[src/rtl/vga_scanout.sv]
// 640x480 VGA raster generator for the frame-buffer read side. Presents read coordinates and
// delays blank/sync by the buffer read latency so colour and sync reach the pins together.
module vga_scanout #(
    parameter int unsigned H_ACTIVE = 640,
    parameter int unsigned H_FP     = 16,
    parameter int unsigned H_SYNC   = 96,
    parameter int unsigned H_BP     = 48,
    parameter int unsigned V_ACTIVE = 480,
    parameter int unsigned V_FP     = 10,
    parameter int unsigned V_SYNC   = 2,
    parameter int unsigned V_BP     = 33,
    parameter int unsigned RD_LAT   = 1,
    parameter bit          SYNC_POL = 1'b0
) (
    input  logic       clk,
    input  logic       reset,
    input  logic       pix_ce,
    output logic [9:0] vgaX,
    output logic [9:0] vgaY,
    output logic       rd_valid,
    input  logic [7:0] iRed,
    input  logic [7:0] iGreen,
    input  logic [7:0] iBlue,
    output logic [7:0] oRed,
    output logic [7:0] oGreen,
    output logic [7:0] oBlue,
    output logic       oHS,
    output logic       oVS,
    output logic       oBLANK_n,
    output logic       oFrameStart
);
    localparam int unsigned H_TOTAL = H_ACTIVE + H_FP + H_SYNC + H_BP;
    localparam int unsigned V_TOTAL = V_ACTIVE + V_FP + V_SYNC + V_BP;

    localparam logic [9:0] HActive  = 10'(H_ACTIVE);
    localparam logic [9:0] HSyncOn  = 10'(H_ACTIVE + H_FP);
    localparam logic [9:0] HSyncOff = 10'(H_ACTIVE + H_FP + H_SYNC);
    localparam logic [9:0] HLast    = 10'(H_TOTAL - 1);
    localparam logic [9:0] VActive  = 10'(V_ACTIVE);
    localparam logic [9:0] VSyncOn  = 10'(V_ACTIVE + V_FP);
    localparam logic [9:0] VSyncOff = 10'(V_ACTIVE + V_FP + V_SYNC);
    localparam logic [9:0] VLast    = 10'(V_TOTAL - 1);

    typedef struct packed {
        logic active;
        logic hs;
        logic vs;
        logic first;
    } tap_t;

    logic [9:0] h_cnt_q, h_cnt_d;
    logic [9:0] v_cnt_q, v_cnt_d;
    logic       active;
    tap_t       cur_tap;
    tap_t       tap_out;
    tap_t [RD_LAT-1:0] dly_q, dly_d;

    logic [7:0] red_q, green_q, blue_q;
    logic       hs_q, vs_q, blank_n_q, frame_start_q;

    always_comb begin
        h_cnt_d = h_cnt_q + 10'd1;
        v_cnt_d = v_cnt_q;
        if (h_cnt_q == HLast) begin
            h_cnt_d = '0;
            v_cnt_d = (v_cnt_q == VLast) ? '0 : v_cnt_q + 10'd1;
        end
    end

    always_comb begin
        active        = (h_cnt_q < HActive) && (v_cnt_q < VActive);
        cur_tap.active = active;
        cur_tap.hs    = (h_cnt_q >= HSyncOn) && (h_cnt_q < HSyncOff);
        cur_tap.vs    = (v_cnt_q >= VSyncOn) && (v_cnt_q < VSyncOff);
        cur_tap.first = (h_cnt_q == '0) && (v_cnt_q == '0);
        dly_d         = dly_q;
        dly_d[0]      = cur_tap;
        for (int unsigned i = 1; i < RD_LAT; i++) begin
            dly_d[i] = dly_q[i-1];
        end
    end

    // Last tap lines up with the buffer data returned for the same address.
    assign tap_out  = dly_q[RD_LAT-1];

    assign vgaX     = active ? h_cnt_q : '0;
    assign vgaY     = active ? v_cnt_q : '0;
    assign rd_valid = active;

    always_ff @(posedge clk) begin
        if (reset) begin
            h_cnt_q       <= '0;
            v_cnt_q       <= '0;
            dly_q         <= '0;
            red_q         <= '0;
            green_q       <= '0;
            blue_q        <= '0;
            blank_n_q     <= 1'b0;
            hs_q          <= ~SYNC_POL;
            vs_q          <= ~SYNC_POL;
            frame_start_q <= 1'b0;
        end else begin
            frame_start_q <= 1'b0;
            if (pix_ce) begin
                h_cnt_q       <= h_cnt_d;
                v_cnt_q       <= v_cnt_d;
                dly_q         <= dly_d;
                red_q         <= tap_out.active ? iRed   : '0;
                green_q       <= tap_out.active ? iGreen : '0;
                blue_q        <= tap_out.active ? iBlue  : '0;
                blank_n_q     <= tap_out.active;
                hs_q          <= tap_out.hs ? SYNC_POL : ~SYNC_POL;
                vs_q          <= tap_out.vs ? SYNC_POL : ~SYNC_POL;
                frame_start_q <= tap_out.first;
            end
        end
    end

    assign oRed        = red_q;
    assign oGreen      = green_q;
    assign oBlue       = blue_q;
    assign oHS         = hs_q;
    assign oVS         = vs_q;
    assign oBLANK_n    = blank_n_q;
    assign oFrameStart = frame_start_q;

endmodule

[config.mk]
export PLATFORM = sky130hd
export DESIGN_NAME = vga_scanout
export DESIGN_NICKNAME = d
export VERILOG_FILES = /design/src/rtl/vga_scanout.sv
export SDC_FILE = /design/constraint.sdc
export NUM_CORES = 1
export LEC_CHECK = 0
export ABC_AREA = 1
export CELL_PAD_IN_SITES_DETAIL_PLACEMENT = 1
export CELL_PAD_IN_SITES_GLOBAL_PLACEMENT = 1
export CORE_MARGIN = 5
export CORE_UTILIZATION = 35
export DETAILED_ROUTE_END_ITERATION = 6
export PLACE_DENSITY = 0.94
export SLEW_MARGIN = 20
export SYNTH_ARGS = -nofsm -noshare
export SYNTH_HDL_FRONTEND = slang
export SYNTH_SLANG_ARGS = --single-unit
[constraint.sdc]
create_clock -name clk -period 3.3 [get_ports clk]
set_clock_uncertainty 0.2 [all_clocks]
set_input_delay 0.495 -clock clk [delete_from_list [all_inputs] [get_ports clk]]
set_output_delay 0.495 -clock clk [all_outputs]
set_load 0.1 [all_outputs]
Yosys cells after proc, flatten, opt, wreduce, memory -nomap -nowiden --
Cells that the tools add are included.
Storage, ports and cells: flip-flop bits (word level) 52, latch bits 0, memory bits (writable) 0, memory bits (read-only) 0, input bits 27, output and inout bits 49, logic and storage cells 41, memories kept 0
Operators by class: $add $sub $neg 2, $mul 0, div/mod/pow operators 0, magnitude comparators 6, equality and inequality tests 2, shift operators 0, mux-type cells 9, bitwise logic cells 1, reduce and logical (&&, ||, !) cells 8
Operators with widths (count):
- $mux W10 | 4
- $mux W8 | 3
- $add A10 B1 Y10 const B | 2
- $eq A10 B10 Y1 const B | 2
- $logic_not A10 Y1 | 2
- $lt A10 B10 Y1 const B | 2
- $lt A10 B9 Y1 const B | 2
- $ge A10 B10 Y1 const B | 1
- $ge A10 B9 Y1 const B | 1
- $logic_and A1 B1 Y1 | 4
- $mux W1 | 2
- $reduce_and A2 Y1 | 1
- $reduce_or A2 Y1 | 1
- $not A1 Y1 | 1

Longest topological paths before layout --
Gate-level depths: netlist (run 1).
word-level depth 3, mapped depth 9, gate-level depth less buffers 9

Worst setup path before layout (run 1) --
Ideal clock, no wire load.
kind reg2out, from register v_cnt_q[5], to output port vgaX[8], arrival 3.515 ns, data required time 2.605 ns, setup slack -0.910 ns, stages on the path, launching flop included 7, path buffers 1, path through dfxtp_1 > nand2_1 > nor2_1 > nor3_2 > inv_2 > buf_2 > nor2_1
On the way: cells in the longest elaborated chain, start to end 3
Ends and longest elaborated chain:
- start: declaration | RTL line 52 | logic [9:0] v_cnt_q, v_cnt_d;
- start signal: assignment | RTL line 106 | v_cnt_q <= v_cnt_d;
- $lt A10 B9 Y1 | RTL line 71 | active = (h_cnt_q < HActive) && (v_cnt_q < VActive);
- $logic_and A1 B1 Y1 | RTL line 71
- via rd_valid | RTL line 20 | output logic rd_valid,
- $mux W10 | RTL line 86 | assign vgaX = active ? h_cnt_q : '0;
- end: declaration | RTL line 18 | output logic [9:0] vgaX,
The timed path passes the listed nets, and every way through them passes these cells.

Final worst setup path (run 1) --
from register v_cnt_q[5], to output port vgaY[1]
On the way: cells in the longest elaborated chain, start to end 3
Ends and longest elaborated chain:
- $lt A10 B9 Y1 | RTL line 71
- $logic_and A1 B1 Y1 | RTL line 71
- $mux W10 | RTL line 87 | assign vgaY = active ? v_cnt_q : '0;
- end: declaration | RTL line 19 | output logic [9:0] vgaY,
Every way passes these cells.

==> impl_metrics.py, run 1 <==
metrics = {
    "status": {
        "run_status": "finished clean",
    },
    "cts": {
        "postCtsSetupBuffers": 0,
        "clk_pin_slew_worst_paths_ns": 0.10,
        "cts_made_buffers": 5,
        "cts_hold_repair.buffers": 0,
        "cts_tree": "done",
        "cts_root_buffer": "clkbuf_8",
        "cts_sinks": 52,
        "clk_latency_ns": 0.31,
        "cts_resized": 0,
        "cts_buffer_depth": 2,
        "htree_levels": 2,
    },
    "floorplan": {
        "start_util": 0.361,
        "std_cell_rows": 30,
        "fp.dieW_um": 93.8,
        "io_pins": 76,
        "die_y_um": 93.8,
        "core_mm2": 0.00679,
        "die-area_mm2": 0.00879,
    },
    "timing": {
        "worstMarginPinSlew_ns": 0.970,
        "slew_violations": 0,
        "slew_headroom": 0.352,
        "timing.setup.tns_ns": 0,
        "clock.fmax_ghz": 0.362,
        "finalSetupViolCount": 0,
        "period_minus_slack_ns": 2.76,
        "rsz0062_at_grt": "false",
        "min_period_over_period": 0.836,
        "hold_viol": 0,
    },
    "finish": {
        "stdcell_area_mm2": 0.00328,
        "final_nets": 448,
        "area.growth.synth_to_final_pct": 33.6,
        "drive_gt1_frac": 0.218,
        "diodes": 0,
    },
    "placement": {
        "port_buffers": 74,
        "dpl_cell_area_mm2": 0.00319,
        "gp_congestion": 0.857,
        "hpwlAfterDp_um": 5660,
    },
    "detailed_routing": {
        "ant_nets": 0,
        "drt_iter0_markers": 130,
        "wl_per_cell_um": 14.8,
        "wl_um": 7590,
        "vias": 2498,
        "drc": 0,
        "dr.pass1.iters": 4,
        "post_drt_via_cell_ratio": 4.86,
    },
    "logic_synthesis": {
        "synth_nets": 381,
        "syn_avg_cell_area_um2": 7.01,
        "synth-seq-cells": 52,
        "synthCells": 350,
        "synth_warnings": 0,
        "netlist_area_mm2": 0.00245,
        "ys_seq_area_frac": 0.424,
        "synth.distinct_cells": 31,
    },
    "global_routing": {
        "grt_first_pass_wirelength_um": 12500,
        "antenna_found_initial": 0,
        "first_global_vias": 2637,
        "grt-ovfl-total": 0,
        "track_usage": 0.176,
        "grt_max_degree": 37,
    },
    "hold_path": {
        "holdPathStages": 1,
        "hold_path.class": "reg2reg",
    },
    "pwr": {
        "total_power_mw": 1.26,
        "p_per_area_mw_per_mm2": 385,
        "leakagePower_nw": 1.39,
        "ir_drop_mv": 0.251,
    },
    "critical_path": {
        "criticalPathCategory": "reg2out",
        "path_max_fanout": 19,
        "cp-end-kind": "output pin",
        "start_kind": "flip-flop",
        "rr_worst_depth": 5,
        "critPathArrivalTime_ns": 2.07,
        "cp.required_ns": 2.60,
    },
    "run": {
        "drv_cap": 0,
    },
}
-- flip-flops by register name, indices dropped and copies added (netlist names) --
register	flops
h_cnt_q	10
v_cnt_q	10
oBlue	8
oGreen	8
oRed	8
dly_q	4
oBLANK_n	1
oFrameStart	1
oHS	1
oVS	1
-- worst max-delay path: stages (launching register included) --
cell and delay (ns):
dfxtp_1 0.44, nand2_1 0.13, nor2_1 0.35, nor3_4 0.09
inv_2 0.41, nor2_2 0.07, buf_4 0.25
-- synth_stat cells, drive strengths merged --
library cell | count | share of area
nor4 | 1 | 0.0026
nor3 | 4 | 0.010
nand4 | 5 | 0.013
nand2 | 77 | 0.12
nand3 | 43 | 0.094
clkinv | 2 | 0.0031
a21oi | 40 | 0.086
nor2 | 54 | 0.093
xor2 | 6 | 0.021
nand3b | 2 | 0.0061
inv | 34 | 0.052
conb | 1 | 0.0015
clkbuf | 9 | 0.014
ha | 4 | 0.020
o21ai | 7 | 0.014
buf | 8 | 0.018
and3 | 1 | 0.0026
dfxtp | 52 | 0.42
-- stage by stage --
| step | std cells | setup WS, ns | hold slack, ns | util |
|---|---|---|---|---|
| 3_3_place_gp | 506 | 0.880 | 0.217 | 0.470 |
| 4_1_cts | 514 | 0.507 | 0.248 | 0.483 |
| 2_1_floorplan | 350 | -0.107 | 0.206 | - |
| 5_1_grt | 514 | 0.371 | 0.279 | 0.483 |
| 6_report | 514 | 0.540 | 0.247 | 0.483 |
| 3_5_place_dp | 506 | 0.844 | 0.233 | 0.470 |
-- kinds of logic (layout without fill, tap and decap cells) --
| kind of cell | after synthesis | in the layout | share of synthesized area |
|---|---|---|---|
| AND/OR/NAND/NOR | 187 | 187 | 0.345 |
| buffers and inverters | 53 | 121 | 0.0872 |
| flip-flops | 52 | 52 | 0.424 |
| AO/OA/AOI/OAI | 47 | 47 | 0.100 |
| XOR/XNOR | 6 | 6 | 0.0214 |
| adder cells (fa/ha/maj) | 4 | 4 | 0.0204 |
| other | 1 | 1 | 0.00153 |
-- area by class of cell --
class / instances / area [µm²]
Inverter: 36 / 135
Timing Repair Buffer: 77 / 643
Clock buffer: 6 / 72.6
Clock inverter: 2 / 16.3
Fill cell: 870 / 3510
Tap cell: 96 / 120
Sequential cell: 52 / 1040
Multi-Input combinational cell: 245 / 1250
-- worst paths after layout --
check	startpoint	to	slack, ns
worst max-delay path	v_cnt_q[5]$_SDFFE_PP0P_	vgaY[1]	0.54
worst max register to register	v_cnt_q[5]$_SDFFE_PP0P_	dly_q[3]$_SDFFE_PP0P_	1.43
worst min register to register	dly_q[1]$_SDFFE_PP0P_	oVS$_SDFFE_PP1P_	0.25
worst min-delay path	dly_q[1]$_SDFFE_PP0P_	oVS$_SDFFE_PP1P_	0.25
-- power breakdown --
group | internal (mW) | total [mW] | switching [mW]
Sequential | 0.644 | 0.660 | 0.0161
Clock | 0.152 | 0.377 | 0.226
Combinational | 0.0641 | 0.224 | 0.160
Total | 0.859 | 1.26 | 0.402
-- layer usage --
| metal | global-route usage | wire [µm] | vias to the layer above |
|---|---|---|---|
| li1 | - | - | 1246 |
| met1 | 0.207 | 3250 | 1191 |
| met2 | 0.319 | 3950 | 51 |
| met3 | 0.0369 | 288 | 10 |
| met4 | 0.0529 | 99 | 0 |
| met5 | 0 | 0 | - |
-- layout by cell type, fill, tap and decap left out --
cell / netlist / final
o21ai_1: 2 / 2
inv_1: 33 / 33
o21ai_0: 5 / 5
nand2_4: 1 / 1
inv_2: 1 / 1
ha_1: 4 / 4
nand2_1: 73 / 73
a21oi_2: 3 / 3
dfxtp_1: 52 / 52
nor2_2: 1 / 19
nand3_2: 3 / 3
clkinvlp_4: 0 / 1
conb_1: 1 / 1
nor2_4: 1 / 1
a21oi_1: 37 / 37
clkinv_4: 0 / 1
and3_1: 1 / 1
clkbuf_1: 9 / 1
nor3_4: 0 / 1
clkdlybuf4s50_1: 0 / 26
nand3b_1: 2 / 2
clkinv_1: 2 / 2
nor2_8: 1 / 1
nor2_1: 51 / 33
buf_4: 1 / 51
nand2_2: 3 / 3
nand4_1: 5 / 5
nand3_1: 40 / 40
nor4_1: 1 / 1
nor3_1: 3 / 3
xor2_1: 6 / 6
clkbuf_8: 0 / 5
No activity file was read; power rests on OpenSTA's default activity.
==> run 2, diff against run 1 <==
- CORE_UTILIZATION: 35 -> 32
- PLACE_DENSITY: 0.94 -> 0.88
- clock period: 3.3 -> 2.7 ns (I/O delays scaled with it)
==> impl_metrics.py, run 2 (synthesis gave the netlist of run 1 again) <==
metrics = {
    "status": {
        "run_status": "finished clean",
    },
    "global_routing": {
        "antenna_found_initial": 0,
        "track_usage": 0.176,
        "grt_first_pass_wirelength_um": 13900,
        "grt_max_degree": 37,
        "first_global_vias": 2775,
        "grt-ovfl-total": 0,
    },
    "hold_path": {
        "hold_path.class": "reg2reg",
    },
    "cts": {
        "cts_hold_repair.buffers": 0,
        "cts_buffer_depth": 2,
        "htree_levels": 2,
        "cts_made_buffers": 5,
        "cts_root_buffer": "clkbuf_8",
        "cts_resized": 0,
        "clk_latency_ns": 0.32,
        "clk_pin_slew_worst_paths_ns": 0.10,
        "cts_sinks": 52,
        "cts_tree": "done",
        "postCtsSetupBuffers": 0,
    },
    "critical_path": {
        "path_max_fanout": 19,
        "cpPeakStageDelay_ns": 0.45,
        "cp.required_ns": 2.10,
        "path_depth": 6,
        "critPathSlowestCell": "dfxtp_1",
        "cp-end-kind": "output pin",
        "criticalPathCategory": "reg2out",
        "r2r_setup_slack_ns": 0.81,
        "path_cells": "nand2_2 > nor2_2 > nor3_4 > inv_4 > nor2_4 > buf_12",
        "worst-path-buf-inv": 2,
        "critPathArrivalTime_ns": 1.94,
        "startpoint": "v_cnt_q[5]$_SDFFE_PP0P_",
        "rr_startpoint": "h_cnt_q[1]$_SDFFE_PP0P_",
        "cp-endpoint": "vgaX[8]",
        "rr_worst_depth": 9,
        "worstReg2RegEnd": "v_cnt_q[3]$_SDFFE_PP0P_",
        "start_kind": "flip-flop",
        "cp_top_family": "buffers and inverters",
    },
    "pwr": {
        "p_per_area_mw_per_mm2": 483,
        "ir_drop_mv": 0.257,
        "leakagePower_nw": 1.49,
    },
    "timing": {
        "slew_headroom": 0.355,
        "clock.fmax_ghz": 0.392,
        "slew_violations": 0,
        "period_minus_slack_ns": 2.55,
        "rsz0062_at_grt": "false",
        "finalSetupViolCount": 0,
        "hold_viol": 0,
        "final.hold.worst_slack_ns": 0.246,
        "min_period_over_period": 0.944,
        "fin_ws_ns": 0.151,
        "timing.setup.tns_ns": 0,
        "worstMarginPinSlew_ns": 0.966,
    },
    "finish": {
        "stdcell_area_mm2": 0.00371,
        "diodes": 0,
        "final_common_cell": "nand2_1",
        "top_regs": "h_cnt_q x10, v_cnt_q x10",
        "layout_common_cells": "72 x nand2_1, 50 x dfxtp_1, 40 x nand3_1, 36 x a21oi_1, 33 x buf_4",
        "drive_gt1_frac": 0.243,
        "final_nets": 449,
        "area.growth.synth_to_final_pct": 51.3,
    },
    "floorplan": {
        "start_util": 0.323,
        "die_y_um": 97.6,
        "core_mm2": 0.00761,
        "std_cell_rows": 32,
        "io_pins": 76,
        "die-area_mm2": 0.00952,
        "fp.dieW_um": 97.6,
    },
    "run": {
        "drv_cap": 0,
    },
    "placement": {
        "dpl_cell_area_mm2": 0.00356,
        "pre_cts_slack_ns": 0.320,
        "hpwlAfterDp_um": 6050,
        "port_buffers": 74,
        "gp_congestion": 0.899,
    },
    "detailed_routing": {
        "vias": 2568,
        "drt_iter0_markers": 194,
        "dr.pass1.iters": 4,
        "wl_per_cell_um": 16.0,
        "post_drt_via_cell_ratio": 4.93,
        "drc": 0,
        "wl_um": 8360,
        "ant_nets": 0,
    },
}
[run 2: cell count changes in the layout (fill, tap and decap cells not counted), moves of 3 or more]
cell    delta
inv_1      -4
nor2_2    -17
nor2_4    +18
buf_4     -18
buf_12    +19
inv_4      +3
[run 2: per-stage QoR]
stage / utilization / power (mW) / instances
2_1_floorplan: - / 1.01 / 350
3_3_place_gp: 0.468 / 1.10 / 513
3_5_place_dp: 0.468 / 1.11 / 513
4_1_cts: 0.488 / 1.80 / 521
5_1_grt: 0.488 / 1.85 / 521
6_report: 0.488 / 1.79 / 521
[run 2: report_power, final]
group / internal, mW / leakage (nW) / switching [mW]
Clock: 0.426 / 0.0765 / 0.275
Sequential: 0.785 / 0.424 / 0.0209
Combinational: 0.0877 / 0.987 / 0.200
Total: 1.30 / 1.49 / 0.496
[run 2: how the worst min path moves through the flow]
stage,slack [ns],start,endpoint,cells after the start
2_1_floorplan,0.21,dly_q[2]$_SDFFE_PP0P_,oHS$_SDFFE_PP1P_,1
3_3_place_gp,0.22,dly_q[2]$_SDFFE_PP0P_,oHS$_SDFFE_PP1P_,1
3_5_place_dp,0.23,dly_q[2]$_SDFFE_PP0P_,oHS$_SDFFE_PP1P_,1
4_1_cts,0.25,dly_q[1]$_SDFFE_PP0P_,oVS$_SDFFE_PP1P_,1
5_1_grt,0.28,dly_q[2]$_SDFFE_PP0P_,oHS$_SDFFE_PP1P_,1
6_report,0.25,dly_q[1]$_SDFFE_PP0P_,oVS$_SDFFE_PP1P_,1
[run 2: cell type report]
type / count / area (µm²)
Fill cell: 931 / 3890
Multi-Input combinational cell: 245 / 1350
Sequential cell: 52 / 1050
Timing Repair Buffer: 78 / 888
Inverter: 36 / 146
Tap cell: 102 / 128
Clock buffer: 6 / 93.8
Clock inverter: 2 / 60.1
[run 2: per-layer routing]
metal  vias to the layer above  track usage  share of wire
met5                         -            0              0
met4                         0       0.0447          0.015
met3                        12       0.0337          0.035
met2                        58        0.336           0.53
met1                      1242        0.199           0.42
li1                       1256            -              -
==> run 3, diff against run 2 <==
- clock period: 2.7 -> 2.46 ns (I/O delays scaled with it)
==> impl_metrics.py, run 3 (synthesis gave the netlist of run 1 again) <==
metrics = {
    "timing": {
        "period_minus_slack_ns": 2.33,
        "worstMarginPinSlew_ns": 0.889,
        "hold_viol": 0,
        "fin_ws_ns": 0.127,
        "min_period_over_period": 0.949,
        "slew_violations": 0,
        "finalSetupViolCount": 0,
        "clock.fmax_ghz": 0.429,
        "slew_headroom": 0.407,
        "rsz0062_at_grt": "false",
        "timing.setup.tns_ns": 0,
    },
    "cts": {
        "cts_root_buffer": "clkbuf_8",
        "htree_levels": 2,
        "cts_hold_repair.buffers": 0,
        "cts_made_buffers": 5,
        "clk_latency_ns": 0.32,
        "cts_sinks": 52,
        "clk_pin_slew_worst_paths_ns": 0.11,
        "postCtsSetupBuffers": 0,
        "cts_buffer_depth": 2,
        "cts_tree": "done",
    },
    "pwr": {
        "pwr-share-comb": 0.184,
        "p_sw_mw": 0.566,
        "total_power_mw": 1.73,
        "sequentialPowerShare": 0.510,
        "clkPwrFrac": 0.306,
        "p_per_area_mw_per_mm2": 468,
        "p_int_mw": 1.17,
        "ir_drop_mv": 0.241,
        "p_sw_frac": 0.327,
        "leakagePower_nw": 1.48,
    },
    "finish": {
        "fin_util": 0.486,
        "final_nets": 451,
        "final_common_cell": "nand2_1",
        "diodes": 0,
        "layout_common_cells": "72 x nand2_1, 50 x dfxtp_1, 40 x nand3_1, 36 x a21oi_1, 33 x buf_4",
        "drive_gt1_frac": 0.247,
        "top_regs": "h_cnt_q x10, v_cnt_q x10",
        "fillCellCount": 929,
        "area.growth.synth_to_final_pct": 50.7,
    },
    "floorplan": {
        "core_mm2": 0.00761,
        "start_util": 0.323,
        "io_pins": 76,
        "fp.dieW_um": 97.6,
        "die-area_mm2": 0.00952,
        "std_cell_rows": 32,
        "die_y_um": 97.6,
    },
    "detailed_routing": {
        "vias": 2581,
        "wl_um": 8180,
        "drt_iter0_markers": 149,
        "ant_nets": 0,
        "dr.pass1.iters": 4,
        "wl_per_cell_um": 15.6,
        "post_drt_via_cell_ratio": 4.93,
        "drc": 0,
    },
    "placement": {
        "pre_cts_slack_ns": 0.222,
        "hpwlAfterDp_um": 6060,
        "port_buffers": 74,
        "gp_congestion": 0.880,
    },
    "status": {
        "run_status": "finished clean",
    },
    "critical_path": {
        "startpoint": "v_cnt_q[5]$_SDFFE_PP0P_",
        "critPathArrivalTime_ns": 1.76,
        "cp.required_ns": 1.89,
        "path_max_fanout": 8,
        "criticalPathCategory": "reg2out",
        "rr_startpoint": "h_cnt_q[1]$_SDFFE_PP0P_",
        "cp-end-kind": "output pin",
        "rr_worst_depth": 9,
        "worstReg2RegEnd": "v_cnt_q[3]$_SDFFE_PP0P_",
        "cp-endpoint": "vgaX[0]",
        "r2r_setup_slack_ns": 0.60,
        "start_kind": "flip-flop",
    },
    "global_routing": {
        "first_global_vias": 2755,
        "grt-ovfl-total": 0,
        "grt_max_degree": 37,
        "grt_first_pass_wirelength_um": 13600,
        "track_usage": 0.171,
        "antenna_found_initial": 0,
    },
    "run": {
        "drv_cap": 0,
    },
    "hold_path": {
        "hold_path.class": "reg2reg",
    },
}
run 3: cell types whose count changed in the layout (fill, tap and decap cells not counted), sizes merged:
cell and change:
clkinvlp +1, inv +2, bufinv -2, clkbuf -1, buf +2
run 3: per-layer routing:
layer	track usage	wire length [µm]
met1	0.198	3460
met2	0.314	4240
met3	0.0366	290
met4	0.0522	178
met5	0	0
run 3: worst min-delay path by stage:
stage	depth (start not counted)	slack, ns	to	from
global route	1	0.28	oHS$_SDFFE_PP1P_	dly_q[2]$_SDFFE_PP0P_
CTS	1	0.25	oHS$_SDFFE_PP1P_	dly_q[2]$_SDFFE_PP0P_
floorplan	1	0.21	oHS$_SDFFE_PP1P_	dly_q[2]$_SDFFE_PP0P_
global placement	1	0.22	oHS$_SDFFE_PP1P_	dly_q[2]$_SDFFE_PP0P_
detailed placement	1	0.22	oHS$_SDFFE_PP1P_	dly_q[2]$_SDFFE_PP0P_
finish	1	0.25	oVS$_SDFFE_PP1P_	dly_q[1]$_SDFFE_PP0P_
run 3: repair_timing:
action | CTS | global route
setup endpoints to repair | 0 | 7
endpoints found under the hold margin | 0 | 0
resized for setup | 0 | 1
run 3: power by group through the flow:
stage          Clock (mW)  Sequential [mW]  Combinational (mW)
6_report            0.530            0.884               0.318
5_1_grt             0.573            0.888               0.333
4_1_cts             0.541            0.884               0.319
3_5_place_dp            0            0.903               0.316
3_3_place_gp            0            0.901               0.311
2_1_floorplan           0             1.00               0.108
run 3: through the flow:
stage | hold WS [ns] | area [µm²] | std cells
2_1_floorplan | 0.206 | 2640 | 350
3_3_place_gp | 0.218 | 3600 | 515
3_5_place_dp | 0.224 | 3600 | 515
4_1_cts | 0.248 | 3690 | 523
5_1_grt | 0.284 | 3700 | 523
6_report | 0.247 | 3700 | 523
run 3: critical path, stage by stage, from the launching register on:
cell and delay, ns:
dfxtp_1 0.38, nand2_2 0.13, nor2_4 0.07, nor3_4 0.29
inv_4 0.06, buf_4 0.21, nor2_4 0.12, buf_12 0.18
run 3: final cells by class:
cell class	count	area, µm²	share of cell area
multi-input combinational	245	1360	0.366
sequential	52	1050	0.283
timing repair buffer	80	928	0.251
inverter	36	146	0.0396
tap	102	128	0.0345
clock buffer	5	68.8	0.0186
clock inverter	3	25.0	0.00676
==> edit 1, RTL diff (config.mk and constraints of run 3) <==
Change the parameter `SYNC_POL` from 1'b0 to 1'b1.
--- a/src/rtl/vga_scanout.sv
+++ b/src/rtl/vga_scanout.sv
@@ -11,5 +11,5 @@
     parameter int unsigned V_BP     = 33,
     parameter int unsigned RD_LAT   = 1,
-    parameter bit          SYNC_POL = 1'b0
+    parameter bit          SYNC_POL = 1'b1
 ) (
     input  logic       clk,
Formal check against the unedited RTL: not equivalent (a bounded check fails within 4 cycles, from zero or initial values and one cycle with reset high).
==> edit 1 against run 3 <==
First-iteration DRC count is 26% lower; power shrank 0.53%; synthesized area rose by 1.0%; count of clock-buffer cells in the layout grew 1; clock power decreased by 2%; worst setup slack got worse by 0.030 ns; sequential cell count stayed put; wire length down 0.65%; sequential power barely moved; largest power group unchanged; highest routed layer unchanged; synthesized cell count shrank 0.29%; critical path type unchanged; design area is 0.98% higher.
==> edit 1: results (changes against run 3) <==
Timing
  – Measured slew at the worst slew-check pin: 0.9346 ns (+0.04606 ns)
  – Worst hold slack: 0.2733 ns (+0.02631 ns)

Global route
  – Vias in the first global route: 2759 (+0.15%)
  – Initial antenna violation count: 0 (unchanged)
  – GR Util All Layers: 17.15% (about the same)
  – Largest net degree at the start of global routing: 33 (-11%)
  – Global-route wire length before repair: 13.58 mm (about the same)

Placed design
  – RePlAce Congestion: 0.8533 (-3.1%)
  – DP HPWL: 6.227 mm (+2.7%)
  – Placed Cells: 516 (+0.19%)
  – Area post-placement: 3643 um2 (+1.2%)

Power
  – Leak pwr: 1.532 nW (+3.7%)
  – Int Pwr: 0.001165 W (about the same)
  – VDD IR max: 0.3178 mV (+32%)

Route
  – Number of vias per cell: 4.899 (-0.73%)
  – DR WL/cell: 15.50 um (-0.84%)
  – Initial DRC Count: 111 (-26%)
  – Drt pass-1 iters: 4 (unchanged)
  – Total wire length: 8.123 mm (-0.65%)

Critical path
  – Crit Path Max Fanout: 8 (unchanged)
  – R2r setup slk: 0.71 ns (+0.11 ns)
  – Critical-path top delay cell: dfxtp_1
  – CP arrival: 1.79 ns (+0.03 ns)
  – Worst path max stage delay: 0.35 ns (-0.03 ns)

Yosys
  – Most used DFF post-synth: dfxtp_1
  – Top cells by count, synth: nand2_1 (71), nor2_1 (57), dfxtp_1 (52), a21oi_1 (35), nand3_1 (34)
  – Largest cells by area after synthesis: dfxtp_1 (42%), nand2_1 (11%), nor2_1 (8.6%)
  – Cells after Synth: 349 (-0.29%)
  – Mapped Nets: 380 (-0.26%)
  – Post-synthesis sequential area ratio: 41.98% (-0.43 points)
  – Synth warn: 0 (unchanged)
  – Synth cell types: 30 (-3.2%)
  – FFs w/ async S/R, synth: 0% (unchanged)

Clocking
  – Cts bufs inserted: 5 (unchanged)
  – Clock Pin Slew Worst Setup and Hold Paths: 0.11 ns (about the same)
  – Clock Path Buffers: 2 (unchanged)
  – H-Tree Depth: 2 (unchanged)

Status
  – Outcome: finished clean

Layout
  – Share of cells above drive strength 1: 24.88% (+0.18 points)
  – Number of antenna diodes: 0 (unchanged)
  – Nets: 452 (+0.22%)

Worst hold path
  – Min-Delay Path Class: reg2reg
edit 1: worst paths after layout:
| kind | to | cells past startpoint | start |
|---|---|---|---|
| min reg2reg | dly_q[0]$_SDFFE_PP0P_ | 2 | dly_q[0]$_SDFFE_PP0P_ |
| max reg2reg | v_cnt_q[3]$_SDFFE_PP0P_ | 8 | h_cnt_q[0]$_SDFFE_PP0P_ |
| max | vgaX[1] | 7 | v_cnt_q[5]$_SDFFE_PP0P_ |
| min | dly_q[0]$_SDFFE_PP0P_ | 2 | dly_q[0]$_SDFFE_PP0P_ |
edit 1: logic make-up (layout without fill, tap and decap cells):
| logic type | Yosys count | after routing | share of synthesized area (%) |
|---|---|---|---|
| AOI/OAI and AO/OA | 44 | 44 | 9.082 |
| other | 1 | 1 | 0.1512 |
| DFF | 52 | 52 | 41.98 |
| and+or+nand+nor | 191 | 191 | 36.58 |
| xor gates and xnor gates | 5 | 5 | 1.766 |
| buffers and inverters | 52 | 125 | 8.425 |
| adders and majority gates | 4 | 4 | 2.018 |
edit 1: worst register-to-register path: cells and delay by family, from the launching register on:
kind | cells | cell delay (ns)
simple gates | 6 | 0.74
flops | 1 | 0.45
fa+ha+maj | 1 | 0.23
buf+inv | 1 | 0.04
edit 1: power groups by stage:
stage / combinational, W / sequential (W) / clock, W
finish: 0.000319 / 0.000887 / 0.000518
global route: 0.000334 / 0.000891 / 0.000554
CTS: 0.000321 / 0.000886 / 0.000523
detailed placement: 0.000317 / 0.000905 / 0
global placement: 0.000311 / 0.000904 / 0
floorplan: 0.000112 / 0.00100 / 0
edit 1: area by class of cell:
type	instances	area (um2)
multi-input cells	245	1378
repair buffers	81	948.4
clock buffers	6	72.57
flip-flops and latches	52	1046
fillers	923	3911
well taps	102	127.6
clock inverters	2	15.01
inverters	36	148.9
edit 1: per-layer routing:
layer / wire length [um] / GRT usage (%) / share of wire (%) / up-vias
met5: 0 / 0 / 0 / -
met4: 177 / 5.325 / 2.2 / 0
met3: 282 / 3.214 / 3.5 / 14
met2: 4351 / 31.52 / 54 / 64
met1: 3312 / 19.99 / 41 / 1239
li1: - / - / - / 1250
edit 1: repair_timing:
item                                   in CTS  in global routing
endpoints found under the hold margin       0                  0
setup buffers                               0                  0
resized for setup                           0                  2
setup endpoints to repair                   0                 12
edit 1: per-stage QoR:
| stage | setup slack, ns | setup TNS [ns] |
|---|---|---|
| 2_1_floorplan | -0.4916 | -7.200 |
| 3_3_place_gp | 0.3537 | 0 |
| 3_5_place_dp | 0.3022 | 0 |
| 4_1_cts | 0.005588 | 0 |
| 5_1_grt | 0.0002855 | 0 |
| 6_report | 0.09708 | 0 |
==> edit 2, RTL diff (settings of run 3) <==
Without the edit above. Reset style: asynchronous (`reset`), changed in one clocked block.
--- a/src/rtl/vga_scanout.sv
+++ b/src/rtl/vga_scanout.sv
@@ -88,5 +88,5 @@
     assign rd_valid = active;
 
-    always_ff @(posedge clk) begin
+    always_ff @(posedge clk or posedge reset) begin
         if (reset) begin
             h_cnt_q       <= '0;
Check against the original RTL: differs if reset is asserted again (counterexample within 4 cycles, from zero or initial values and one cycle with reset high); with reset held inactive, the same outputs for 10 cycles.
==> edit 2 against run 3 <==
Die area increased by 7.4%; critical path depth unchanged; worst setup slack worse by 0.075 ns; design area is 1.7% higher; wire length fell by 5.8%; sequential cell count is the same; synthesized area up 8.3%.
Power is not compared: it rests on default switching activity, and its combinational part moved more than twofold at a synthesized area within 25%.
==> edit 2: results (changes against run 3) <==
Status
  – Outcome: finished clean

Timing
  – Worst hold slack: 0.2354 ns (-0.01157 ns)
  – Measured slew at the worst slew-check pin: 0.8516 ns (-0.03690 ns)
  – Worst Setup Slack, final: 0.05172 ns (-0.07495 ns)

Route
  – Total wire length: 7.699 mm (-5.8%)
  – Routed wl met3: 502 um (+73%)
  – Top Layer Used: met4
  – WL met1: 3.430 mm (-0.98%)
  – Initial DRC Count: 92 (-38%)
  – Met2 wire len: 3.722 mm (-12%)
  – Via count: 2510 (-2.8%)

Global route
  – GR Util All Layers: 15.50% (-1.7 points)
  – Global-route wire length before repair: 12.97 mm (-4.4%)
  – Largest net degree at the start of global routing: 32 (-14%)
  – Vias in the first global route: 2663 (-3.3%)

Yosys
  – Largest cells by area after synthesis: dfrtp_1 (47%), nand2_1 (15%), nand3_1 (7.9%)
  – Top cells by count, synth: nand2_1 (108), dfrtp_1 (50), nand3_1 (42), inv_1 (39), nor2_1 (33)
  – Post-synth EDFFs: 0 (unchanged)
  – Post-synthesis sequential area ratio: 49.04% (+6.6 points)
  – Cells after Synth: 345 (-1.4%)
  – Mapped Nets: 376 (-1.3%)
  – FFs w/ async S/R, synth: 100.0% (+100 points)

Layout
  – Finished Layout Cells: 524 (+0.19%)
  – Nets: 449 (-0.44%)
  – Share of cells above drive strength 1: 20.76% (-3.9 points)

Critical path
  – R2r setup slk: 0.74 ns (+0.14 ns)
  – Worst path max stage delay: 0.43 ns (+0.05 ns)
  – Critical-path top delay cell: dfrtp_1
  – Reg2Reg Depth: 5 (-4)
  – Crit Path Max Fanout: 10 (+2)
  – Worst path required time: 1.89 ns (about the same)

Placed design
  – Placed Cells: 514 (-0.19%)
  – DP HPWL: 5.813 mm (-4.1%)
  – Area post-placement: 3617 um2 (+0.45%)
  – RePlAce Congestion: 0.8058 (-8.5%)
  – Dpl ws: 0.2471 ns (+0.02553 ns)
edit 2: cell count changes after synthesis, sizes merged, moves of 2 or more:
| cell | change |
|---|---|
| dfxtp | -52 |
| dfrtp | +50 |
| a21oi | -35 |
| nand2 | +33 |
| nor2 | -16 |
| o21ai | +13 |
| inv | +7 |
| clkbuf | -3 |
| clkinv | -2 |
| dfstp | +2 |
| nand3b | -2 |
| nand4 | +2 |
edit 2: final timing paths:
kind | startpoint | endpoint
max in group asynchronous | reset | oGreen[1]$_DFFE_PP0P_
min in group asynchronous | reset | v_cnt_q[1]$_DFFE_PP0P_
max reg2reg | v_cnt_q[5]$_DFFE_PP0P_ | dly_q[3]$_DFFE_PP0P_
min reg2reg | dly_q[2]$_DFFE_PP0P_ | oHS$_DFFE_PP1P_
min | dly_q[2]$_DFFE_PP0P_ | oHS$_DFFE_PP1P_
max | h_cnt_q[8]$_DFFE_PP0P_ | vgaX[7]
edit 2: layout make-up:
cell class | instances | area, um2
Fill cell | 974 | 4412
Sequential cell | 52 | 1304
Multi-Input combinational cell | 237 | 1140
Timing Repair Buffer | 81 | 923.4
Inverter | 41 | 153.9
Tap cell | 105 | 131.4
Clock buffer | 5 | 68.82
Clock inverter | 3 | 42.54
edit 2: repair_timing:
item / CTS / global route
resized for setup: 2 / 7
buffers inserted: 0 / 2
pin swaps: 0 / 1
setup endpoints to repair: 7 / 19
edit 2: logic make-up after synthesis:
logic type	count (synthesis)	share of synthesized area, %
compound gates	26	5.271
xor+xnor	5	1.647
fa+ha+maj	4	1.882
buf+inv	56	8.847
flops	52	49.04
other cells	1	0.1410
simple gates	201	33.18
edit 2: routing by layer:
metal,GRT usage (%),vias up
met1,20.68,1212
met3,3.168,4
met5,0,-
li1,-,1218
met2,26.16,76
met4,3.170,0
